## config.mk

```make
export PLATFORM = sky130hd
export DESIGN_NAME = apb_rr_arbiter
export DESIGN_NICKNAME = d
export VERILOG_FILES = /design/src/rtl/apb_rr_arbiter_pkg.sv /design/src/rtl/apb_rr_arbiter_rr_pick.sv /design/src/rtl/apb_rr_arbiter.sv
export SDC_FILE = /design/constraint.sdc
export NUM_CORES = 1
export LEC_CHECK = 0
export CORE_MARGIN = 1.5
export CORE_UTILIZATION = 31
export DETAILED_ROUTE_END_ITERATION = 7
export PLACE_DENSITY = 0.61
export SLEW_MARGIN = 20
export SYNTH_ARGS = -nofsm -noshare
export SYNTH_HDL_FRONTEND = slang
export SYNTH_SLANG_ARGS = --single-unit
```

## constraint.sdc

```tcl
create_clock -name i_clk -period 6.9 [get_ports i_clk]
set_input_delay 1.035 -clock i_clk [delete_from_list [all_inputs] [get_ports i_clk]]
set_output_delay 1.035 -clock i_clk [all_outputs]
set_load 0.02 [all_outputs]
```

## src/rtl/apb_rr_arbiter_pkg.sv

```systemverilog
// Shared types and constants for the round-robin APB master arbiter.
package apb_rr_arbiter_pkg;

    localparam int APB_W = 8;

    localparam logic [1:0] ST_IDLE   = 2'd0;
    localparam logic [1:0] ST_SETUP  = 2'd1;
    localparam logic [1:0] ST_ACCESS = 2'd2;

    typedef enum logic [1:0] {
        IDLE   = ST_IDLE,
        SETUP  = ST_SETUP,
        ACCESS = ST_ACCESS
    } apb_state_e;

    // Wait counter must stick at full scale rather than wrap.
    function automatic logic [7:0] sat_inc8(input logic [7:0] v);
        return (v == 8'hFF) ? v : v + 8'd1;
    endfunction

endpackage

```

## src/rtl/apb_rr_arbiter_rr_pick.sv

```systemverilog
// Combinational round-robin selector: first active request at or after
// (last_idx_i + 1) mod NREQ wins.
module rr_pick
    import apb_rr_arbiter_pkg::*;
#(
    parameter int NREQ  = 4,
    parameter int IDX_W = 2
) (
    input  logic [NREQ-1:0]  req_i,
    input  logic [IDX_W-1:0] last_idx_i,
    output logic [NREQ-1:0]  gnt_o,
    output logic [IDX_W-1:0] idx_o,
    output logic             valid_o
);

    logic [IDX_W:0]   sum;
    logic [IDX_W-1:0] cand;

    always_comb begin
        gnt_o   = '0;
        idx_o   = '0;
        valid_o = 1'b0;
        sum     = '0;
        cand    = '0;
        for (int i = 1; i <= NREQ; i++) begin
            sum = {1'b0, last_idx_i} + (IDX_W+1)'(i);
            if (sum >= (IDX_W+1)'(NREQ)) begin
                sum = sum - (IDX_W+1)'(NREQ);
            end
            cand = sum[IDX_W-1:0];
            if (!valid_o && req_i[cand]) begin
                valid_o     = 1'b1;
                idx_o       = cand;
                gnt_o[cand] = 1'b1;
            end
        end
    end

endmodule

```

## src/rtl/apb_rr_arbiter.sv

```systemverilog
// Round-robin arbiter sharing one APB master port between NREQ requesters.
//
//   state  | meaning
//   IDLE   | no transfer; arbitrate and latch winner's addr/wdata/we
//   SETUP  | APB setup phase, psel=1 penable=0, exactly one cycle
//   ACCESS | penable=1; complete on pready or wait-counter timeout
module apb_rr_arbiter
    import apb_rr_arbiter_pkg::*;
#(
    parameter int NREQ    = 4,
    parameter int TIMEOUT = 15
) (
    input  logic                    i_clk,
    input  logic                    i_reset_n,
    input  logic [NREQ-1:0]         i_req,
    input  logic [NREQ*APB_W-1:0]   i_addr,
    input  logic [NREQ*APB_W-1:0]   i_wdata,
    input  logic [NREQ-1:0]         i_we,
    output logic [NREQ-1:0]         o_gnt,
    output logic [NREQ-1:0]         o_done,
    output logic                    o_err,
    output logic [APB_W-1:0]        o_rdata,
    output logic [APB_W-1:0]        o_paddr,
    output logic [APB_W-1:0]        o_pwdata,
    output logic                    o_psel,
    output logic                    o_penable,
    output logic                    o_pwrite,
    input  logic                    i_pready,
    input  logic                    i_pslverr,
    input  logic [APB_W-1:0]        i_prdata
);

    localparam int IDX_W = $clog2(NREQ);

    apb_state_e       state_q,   state_d;
    logic [NREQ-1:0]  gnt_q,     gnt_d;
    logic [IDX_W-1:0] idx_q,     idx_d;
    logic [IDX_W-1:0] last_q,    last_d;
    logic [APB_W-1:0] paddr_q,   paddr_d;
    logic [APB_W-1:0] pwdata_q,  pwdata_d;
    logic             pwrite_q,  pwrite_d;
    logic             psel_q,    psel_d;
    logic             penable_q, penable_d;
    logic [7:0]       wait_q,    wait_d;

    logic             done_w;
    logic             err_w;
    logic [APB_W-1:0] rdata_w;
    logic [7:0]       wait_inc;
    logic             timeout_w;

    logic [APB_W-1:0] addr_arr  [NREQ];
    logic [APB_W-1:0] wdata_arr [NREQ];

    logic [NREQ-1:0]  pick_gnt;
    logic [IDX_W-1:0] pick_idx;
    logic             pick_valid;

    for (genvar k = 0; k < NREQ; k++) begin : g_slice
        assign addr_arr[k]  = i_addr[k*APB_W +: APB_W];
        assign wdata_arr[k] = i_wdata[k*APB_W +: APB_W];
    end

    rr_pick #(
        .NREQ  (NREQ),
        .IDX_W (IDX_W)
    ) u_rr_pick (
        .req_i      (i_req),
        .last_idx_i (last_q),
        .gnt_o      (pick_gnt),
        .idx_o      (pick_idx),
        .valid_o    (pick_valid)
    );

    assign wait_inc  = sat_inc8(wait_q);
    assign timeout_w = !i_pready && (wait_inc == 8'(TIMEOUT));

    always_comb begin
        state_d   = state_q;
        gnt_d     = gnt_q;
        idx_d     = idx_q;
        last_d    = last_q;
        paddr_d   = paddr_q;
        pwdata_d  = pwdata_q;
        pwrite_d  = pwrite_q;
        psel_d    = psel_q;
        penable_d = penable_q;
        wait_d    = wait_q;
        done_w    = 1'b0;
        err_w     = 1'b0;
        rdata_w   = '0;
        case (state_q)
            IDLE: begin
                if (pick_valid) begin
                    state_d  = SETUP;
                    gnt_d    = pick_gnt;
                    idx_d    = pick_idx;
                    paddr_d  = addr_arr[pick_idx];
                    pwrite_d = i_we[pick_idx];
                    pwdata_d = i_we[pick_idx] ? wdata_arr[pick_idx] : '0;
                    psel_d   = 1'b1;
                    wait_d   = '0;
                end
            end
            SETUP: begin
                state_d   = ACCESS;
                penable_d = 1'b1;
            end
            ACCESS: begin
                if (!i_pready) begin
                    wait_d = wait_inc;
                end
                if (i_pready || timeout_w) begin
                    done_w    = 1'b1;
                    err_w     = i_pready ? i_pslverr : 1'b1;
                    rdata_w   = (i_pready && !pwrite_q) ? i_prdata : '0;
                    last_d    = idx_q;
                    state_d   = IDLE;
                    gnt_d     = '0;
                    paddr_d   = '0;
                    pwdata_d  = '0;
                    pwrite_d  = 1'b0;
                    psel_d    = 1'b0;
                    penable_d = 1'b0;
                end
            end
            default: begin
                state_d = IDLE;
            end
        endcase
    end

    always_ff @(posedge i_clk) begin
        if (!i_reset_n) begin
            state_q   <= IDLE;
            gnt_q     <= '0;
            idx_q     <= '0;
            last_q    <= IDX_W'(NREQ - 1);
            paddr_q   <= '0;
            pwdata_q  <= '0;
            pwrite_q  <= 1'b0;
            psel_q    <= 1'b0;
            penable_q <= 1'b0;
            wait_q    <= '0;
        end else begin
            state_q   <= state_d;
            gnt_q     <= gnt_d;
            idx_q     <= idx_d;
            last_q    <= last_d;
            paddr_q   <= paddr_d;
            pwdata_q  <= pwdata_d;
            pwrite_q  <= pwrite_d;
            psel_q    <= psel_d;
            penable_q <= penable_d;
            wait_q    <= wait_d;
        end
    end

    // Completion is reported in the ACCESS cycle itself; a pending reset
    // suppresses it so an aborted transfer never signals done.
    assign o_done    = (done_w && i_reset_n) ? gnt_q : '0;
    assign o_err     = done_w && i_reset_n && err_w;
    assign o_rdata   = (done_w && i_reset_n) ? rdata_w : '0;
    assign o_gnt     = gnt_q;
    assign o_paddr   = paddr_q;
    assign o_pwdata  = pwdata_q;
    assign o_pwrite  = pwrite_q;
    assign o_psel    = psel_q;
    assign o_penable = penable_q;

endmodule
```

==> metrics <==
Initial Util 32.0%; vias per cell 5.69; Post-DRT Antenna Nets 0; slew margin rel. 27.8%; Layout Nets 585; Synth cell types 63; area grow syn2layout 42.1%; htree depth 2; Sum Neg Setup Slack 0 ns; Row Count 36; top cell type's share of synthesized area 23.6%; P_leak 1.63 nW; synthesis warning total 0; Max FO, Critical Path 57; final setup fails 0; EDFF count, synth 0; dpl hpwl 7.70 mm; number of diodes 0; layout cells sized above 1 8.52%; Cell Area, Synth 0.00314 mm²; top post-synthesis cells by area dfxtp_1 24%, a21oi_1 4.0%, o32ai_1 3.6%; IO Port Bufs 119; crit path time final 5.01 ns; Critical Path End Type flip-flop; Max Root-Sink Buffers 2; syn_nets 490; clock insertion delay at the later pin of the skew report 0.29 ns; gr busiest metal met2; Seq/Total Area, Yosys 23.6%; GRT Overall Usage 19.3%; Core Region 0.00982 mm²; IO Pins 120; FMAX 0.200 GHz; crit-path max cell delay 0.96 ns; drt pass-1 iters 5; first-pass GRT wire length 17.3 mm; Req. time, crit path 7.14 ns; drt total wl 10.6 mm; Die W 104 µm; die area 0.0108 mm²; slew at the pin closest to its max-slew limit 1.08 ns; max-cap violation count 0; top cell type by total area after synthesis dfxtp_1; initial antenna violation count 0; VDD IR max 161 µV; clock skew 0.0100 ns; Tot Pwr 0.000790 W; outcome completed; met3 usage 3.65%; pin count of the biggest net entering global routing 58; vias in the first global route 3376; Hold Buf Count CTS 0; GRT overflow 0; Slowest-stage cell, CP dfxtp_2; worst hold path class reg2reg; Root Driver clkbuf_8; violation count after the first detailed-route iteration 255; RSZ-0062 raised after global routing no; CTS buffer count 5; Power per Cell Area 177 mW/mm²; Final Hold Viols 0; critical path type reg2reg; Routability Congestion 0.926; CTS sink cnt 37; met2 usage 32.2%; cell chain of the critical path inv_1 -> ha_1 -> mux4_2 -> nor2b_1 -> buf_4 -> nor2_1 -> o32ai_1 -> a211oi_1 -> a221o_1; cells after synthesis 397; number of synthesized register bits 37; WL per Instance 16.9 µm; Most used DFF post-synth dfxtp_1; crit share post-route 72.6%; Async SR Flop Fraction 0%; utilization after layout 45.5%; Die Span Y 104 µm; postcts setup bufs 0; Layout fillers 1025; Reg clk slew, reported paths 0.08 ns; GR met1 Demand/Resource 25.7%; drt drc 0; critical path launch point type flip-flop; vias post-DR 3565; CTS tree done; worst endpoint data arrival time 5.24 ns; post-cts resize count 0; mean area per synthesized cell 7.92 µm²; Max Slew Vio Count 0
-- cells in the mapped netlist, types with 5 or more instances --
master	count
o32ai_1	13
inv_1	7
o21a_1	5
a221o_1	8
buf_2	10
a32o_1	8
o21ai_0	22
or3_1	11
ha_1	9
nand3_1	18
dfxtp_1	37
nor2b_1	7
a211o_1	9
or2_2	12
a21oi_1	25
nor3_1	6
o31ai_1	12
a211oi_1	7
mux2i_1	6
nor2_1	25
nand2b_1	6
nand2_1	22
clkbuf_1	20
and3_1	16
o211ai_1	6
and2_1	12
-- metrics by stage --
stage          cell area, µm²  worst slack (ns)  std cells  hold slack (ns)
5_1_grt                  4470              1.43        626            0.502
4_1_cts                  4470              1.92        626            0.476
2_1_floorplan            3140              2.97        397            0.441
6_report                 4470              1.89        626            0.474
3_3_place_gp             4370              2.05        618            0.450
3_5_place_dp             4370              1.92        618            0.463
-- worst max-delay path: cells and delay by family, from the launching register on --
| kind | cells | cell delay [ns] |
|---|---|---|
| mux | 1 | 0.63 |
| simple gates | 2 | 0.93 |
| buf+inv | 2 | 1.00 |
| compound gates | 3 | 0.71 |
| fa+ha+maj | 1 | 0.71 |
| flops | 1 | 0.96 |
-- power by group --
| part | switching (W) | leakage (nW) | internal, W |
|---|---|---|---|
| sequential | 0.0000233 | 0.303 | 0.000242 |
| combinational | 0.000192 | 1.28 | 0.000171 |
| clock | 0.0000810 | 0.0512 | 0.0000810 |
| total | 0.000296 | 1.63 | 0.000493 |
-- metal layers --
metal	vias to the layer above	wire length (µm)
met2	139	5050
met4	0	182
met3	14	515
met1	1683	4850
li1	1729	-
met5	-	0
-- worst paths after layout --
| kind | from | slack [ns] | depth (start not counted) | to |
|---|---|---|---|---|
| max | last_q[0] | 1.89 | 9 | o_paddr[1] |
| min | idx_q[0] | 0.47 | 2 | idx_q[0] |
| max reg2reg | last_q[0] | 1.89 | 9 | o_paddr[1] |
| min reg2reg | idx_q[0] | 0.47 | 2 | idx_q[0] |
-- cell type report --
type                       count  area, µm²  share of cell area (%)
timing repair buffer         121       1210                    27.0
inverter                       8       30.0                   0.672
tap                          133        166                    3.73
sequential                    37        742                    16.6
multi-input combinational    319       2230                    49.8
clock buffer                   6       82.6                    1.85
clock inverter                 2       13.8                   0.308
-- registers in the layout (all words and copies together), names as in the netlist --
| name | flops |
|---|---|
| state_q | 2 |
| o_paddr | 8 |
| idx_q | 2 |
| o_psel | 1 |
| o_pwrite | 1 |
| o_penable | 1 |
| o_pwdata | 8 |
| o_gnt | 4 |
| last_q | 2 |
| wait_q | 8 |
-- cell usage in the layout, fill, tap and decap left out, types with 4 or more instances in the layout --
cell,count
ha_1,9
clkdlybuf4s50_1,119
o31ai_1,12
mux2_2,4
nor2_1,25
a32o_1,8
nand2_1,22
and2_1,12
a21oi_1,25
o21ai_0,22
dfxtp_1,36
or2_2,12
inv_1,7
nor2b_1,7
or3_1,11
nand3_1,18
a211oi_1,7
o32ai_1,13
a211o_1,9
mux4_2,4
nor3_1,6
clkbuf_8,6
o211ai_1,6
nand2b_1,6
mux2i_1,6
o21a_1,5
and3_1,16
nor4_1,4
a221o_1,8
-- kinds of logic (layout without fill, tap and decap cells) --
group / count (synthesis) / count (layout) / synth area share, %
fa+ha+maj: 9 / 9 / 3.58
simple gates: 148 / 148 / 25.7
mux: 14 / 14 / 6.21
xor+xnor: 2 / 2 / 0.557
compound gates: 146 / 146 / 34.8
flops: 37 / 37 / 23.6
buf+inv: 41 / 137 / 5.65
Note: power is estimated with default switching activity, not from simulation.
